`config.mk`:
```
export PLATFORM = sky130hd
export DESIGN_NAME = butterfly_inv
export DESIGN_NICKNAME = d
export VERILOG_FILES = /design/src/rtl/butterfly_inv.sv
export SDC_FILE = /design/constraint.sdc
export NUM_CORES = 1
export LEC_CHECK = 0
export ABC_CLOCK_PERIOD_IN_PS = 4800
export BUFFER_PORTS_ARGS = -buffer_cell sky130_fd_sc_hd__buf_2
export CAP_MARGIN = 20
export CELL_PAD_IN_SITES_DETAIL_PLACEMENT = 1
export CELL_PAD_IN_SITES_GLOBAL_PLACEMENT = 1
export CORE_UTILIZATION = 40
export DETAILED_ROUTE_END_ITERATION = 8
export HOLD_SLACK_MARGIN = 0.15
export PLACE_DENSITY = 0.81
export SLEW_MARGIN = 20
export SYNTH_ARGS = -nofsm -noshare
export SYNTH_HDL_FRONTEND = slang
export SYNTH_SLANG_ARGS = --single-unit
```
`constraint.sdc`:
```
create_clock -name clk -period 4.8 [get_ports clk]
set_input_delay 0.96 -clock clk [delete_from_list [all_inputs] [get_ports clk]]
set_output_delay 0.96 -clock clk [all_outputs]
set_load 0.01 [all_outputs]
```
`src/rtl/butterfly_inv.sv`:
```
// Inverse radix-2 butterfly: recovers (a, b) from s = a+b and d = a-b using one
// shared add/sub unit sequenced over an add pass and a subtract pass.
module butterfly_inv #(
  parameter int unsigned N = 3,
  localparam int unsigned W = 2 ** N
) (
  input  logic         clk,
  input  logic         rst_n,
  input  logic         in_valid,
  output logic         in_ready,
  input  logic [W-1:0] s,
  input  logic [W-1:0] d,
  output logic         out_valid,
  input  logic         out_ready,
  output logic [W-1:0] a,
  output logic [W-1:0] b,
  output logic         odd,
  output logic         busy
);

  localparam int unsigned WP = W + 1;

  localparam logic [1:0] IDLE = 2'd0;
  localparam logic [1:0] ADD  = 2'd1;
  localparam logic [1:0] SUB  = 2'd2;
  localparam logic [1:0] DONE = 2'd3;

  logic [1:0]   state_q;
  logic [1:0]   state_d;
  logic         capture;
  logic         sub_mode;
  logic         load_a;
  logic         load_b;
  logic [W-1:0] s_q;
  logic [W-1:0] d_q;
  logic [WP-1:0] s_ext;
  logic [WP-1:0] d_ext;
  logic [WP-1:0] opnd;
  logic [WP-1:0] res;

  // State register
  always_ff @(posedge clk or negedge rst_n) begin
    if (!rst_n) begin
      state_q <= IDLE;
    end else begin
      state_q <= state_d;
    end
  end

  // Next-state and datapath control
  always_comb begin
    state_d  = state_q;
    capture  = 1'b0;
    sub_mode = 1'b0;
    load_a   = 1'b0;
    load_b   = 1'b0;
    case (state_q)
      IDLE: begin
        if (in_valid) begin
          capture = 1'b1;
          state_d = ADD;
        end
      end
      ADD: begin
        load_a  = 1'b1;
        state_d = SUB;
      end
      SUB: begin
        sub_mode = 1'b1;
        load_b   = 1'b1;
        state_d  = DONE;
      end
      DONE: begin
        if (out_ready) begin
          state_d = IDLE;
        end
      end
      default: state_d = IDLE;
    endcase
  end

  // Shared adder; subtraction is add of the one's complement plus carry-in
  always_comb begin
    s_ext = {1'b0, s_q};
    d_ext = {1'b0, d_q};
    opnd  = sub_mode ? ~d_ext : d_ext;
    res   = s_ext + opnd + WP'(sub_mode);
  end

  // Operand capture and result registers
  always_ff @(posedge clk or negedge rst_n) begin
    if (!rst_n) begin
      s_q <= '0;
      d_q <= '0;
      a   <= '0;
      b   <= '0;
      odd <= 1'b0;
    end else begin
      if (capture) begin
        s_q <= s;
        d_q <= d;
      end
      if (load_a) begin
        a   <= res[WP-1:1];
        odd <= res[0];
      end
      if (load_b) begin
        b <= res[WP-1:1];
      end
    end
  end

  // Handshake/status flags registered from the next state so they track state_q
  always_ff @(posedge clk or negedge rst_n) begin
    if (!rst_n) begin
      in_ready  <= 1'b1;
      out_valid <= 1'b0;
      busy      <= 1'b0;
    end else begin
      in_ready  <= (state_d == IDLE);
      out_valid <= (state_d == DONE);
      busy      <= (state_d != IDLE);
    end
  end

endmodule
```
==> results_dict.tcl <==
set metrics [dict create \
    vias 1351 \
    synth_edf_count 0 \
    netlist_instances 170 \
    arrival_ps 3190 \
    synthDistinctLibCells 36 \
    worst_pin_slew_ps 1008 \
    critical_path_required_ps 4970 \
    die_x_um 70.43 \
    viasPerCell 5.117 \
    fin_tns_setup_ps 0 \
    ys_ff_latch 38 \
    maxSlewViolCount 0 \
    skew_ps 7.185 \
    gr-usage-met3_pct 3.175 \
    final_nets 239 \
    cts_setup_buffers 0 \
    drtPass1Iterations 4 \
    clk-insertion-delay-late_ps 290 \
    clock-sinks 38 \
    yosysSeqAreaShare_pct 50.84 \
    grt_pass1_wl_um 6465 \
    htreeDepth 2 \
    use_met2_pct 25.61 \
    min_path_type "reg2reg" \
    port_buffers 39 \
    antenna_found_initial 0 \
    drv_cap 0 \
    hpwl_um 2788 \
    grtUsageTotal_pct 16.66 \
    finalCriticalPeriod_ps 3018 \
    ff_latch_area_sq_um 952.2 \
    rows 24 \
    path_class "reg2reg" \
    ios 40 \
    insertedDiodeCount 0 \
    rsz0062_at_grt "no" \
    grt_use_met1_pct 22.79 \
    cts_resized 0 \
    fin_util_pct 49.77 \
    initial_utilization_pct 42.43 \
    wl_per_cell_um 14.27 \
    synth_warnings 0 \
    status "finished, final reports clean" \
    cp-start-kind "register" \
    hold_viol_final 0 \
    cts-root-buf "clkbuf_8" \
    path_clk_slew_ps 70 \
    syn_to_final_growth_pct 17.30 \
    grt_pass1_vias 1402 \
    syn_nets 198 \
    async_reset_ff_share_pct 100.0 \
    syn_area_per_cell_sq_um 11.02 \
    die_h_um 70.43 \
    grt-ovfl-total 0 \
    cp_max_fo 24 \
    grt.busiest_layer "met2" \
    core_sq_um 4414 \
    fmax_ghz 0.3313 \
    grt_max_degree 39 \
    finalSetupViolations 0 \
    drc 0 \
    wl_um 3767 \
    gp_congestion 0.7186 \
    cp-end-kind "register" \
    cts_buffers 5 \
    drtIter0Drc 68 \
    dieArea_sq_um 4960 \
    synth_flop_cell "dfrtp_1" \
    hold_buffers 0 \
    clockBufferDepth 2 \
    fillerInstances 506 \
    relSlewSlack_pct 32.81 \
    drive_gt1_share_pct 31.13 \
    cts_tree "built" \
    syn_area_sq_um 1873 \
    ant_nets 0 \
    period_share_pct 62.88 \
    multiInputGateArea_sq_um 882.1 \
]
==> Yosys cell counts, types with 2 or more instances <==
library cell,number,area (sq um)
buf_2,5,25.02
a21o_1,2,15.01
o31ai_1,2,15.01
mux2_2,15,168.9
o21a_1,2,15.01
xor2_1,4,35.03
xnor2_1,8,70.07
a21oi_1,5,25.02
ha_1,7,87.58
nand2b_1,4,25.02
nor2b_1,4,25.02
mux2i_1,5,50.05
dfrtp_1,37,925.9
o21ai_0,12,60.06
and3_1,2,12.51
or2_2,2,12.51
nand3_1,2,10.01
nand2_1,23,86.33
inv_1,4,15.01
o311ai_0,2,17.52
nor2_1,8,30.03
==> path summary, 6_finish.rpt <==
path / start / cells past startpoint / slack [ps] / to
min in group asynchronous: rst_n / 1 / 770 / s_q[1]
min reg2reg: a[2] / 2 / 480 / a[2]
max reg2reg: state_q[0] / 9 / 1780 / a[5]
max in group asynchronous: rst_n / 1 / 3500 / d_q[7]
min: a[2] / 2 / 480 / a[2]
max: state_q[0] / 9 / 1780 / a[5]
==> stage by stage <==
stage	instance area (sq um)	hold slack, ps	setup WS [ps]	std cells
after floorplan	1873	487.4	2518	170
after global placement	2117	456.3	1957	256
after detailed placement	2117	465.5	1780	256
after CTS	2197	482.4	1750	264
after global routing	2197	501.2	1459	264
final	2197	476.7	1782	264
==> cells in the final DEF, fill, tap and decap left out, drive strengths merged, types with 2 or more instances in the layout <==
master	netlist	routed
ha	7	7
nand3	2	2
mux2	15	15
inv	4	4
buf	5	40
o21a	2	2
xnor2	8	8
and3	2	2
nand2b	4	4
o311ai	2	2
or2	2	2
o31ai	2	2
o21ai	12	12
nor2	8	8
a21oi	7	7
mux2i	5	5
clkbuf	1	8
xor2	4	4
nor2b	4	4
a21o	2	2
nand2	23	23
dfrtp	37	37
==> kinds of logic (layout without fill, tap and decap cells) <==
| group | after synthesis | after routing | share of synthesized area [%] |
|---|---|---|---|
| AO/OA/AOI/OAI | 31 | 31 | 10.82 |
| XOR/XNOR | 12 | 12 | 5.611 |
| AND/OR/NAND/NOR | 51 | 51 | 12.96 |
| multiplexers | 20 | 20 | 11.69 |
| adder cells (fa/ha/maj) | 8 | 8 | 5.745 |
| flip-flops | 38 | 38 | 50.84 |
| buffers and inverters | 10 | 52 | 2.337 |
==> flip-flops by register name, summed over array words and instances (netlist names) <==
signal and cells:
b 8, odd 1, in_ready 1, out_valid 1, a 8, state_q 2
s_q 8, busy 1, d_q 8
==> final cells by class <==
class                      instances  area share [%]
clock buffer                       8           3.645
sequential                        38           43.34
multi-input combinational        122           40.15
timing repair buffer              40           9.225
tap                               52           2.961
inverter                           4          0.6834
==> metal layers <==
metal	part of all wire (%)	routed length (um)
met1	48	1825
met2	47	1752
met3	3.1	117
met4	1.9	72
met5	0	0
==> critical path, cell delays in order (launching register included) <==
cell      delay (ps)
dfrtp_1          430
nand2b_1         640
xnor2_1          450
inv_1            100
fa_1             440
nand2b_1         180
a21oi_1          190
o21ai_0          170
mux2i_1          220
nand3_1           90
Power is not shown: default switching activity piles up to over one toggle a cycle in this logic, so the estimate is an artifact.
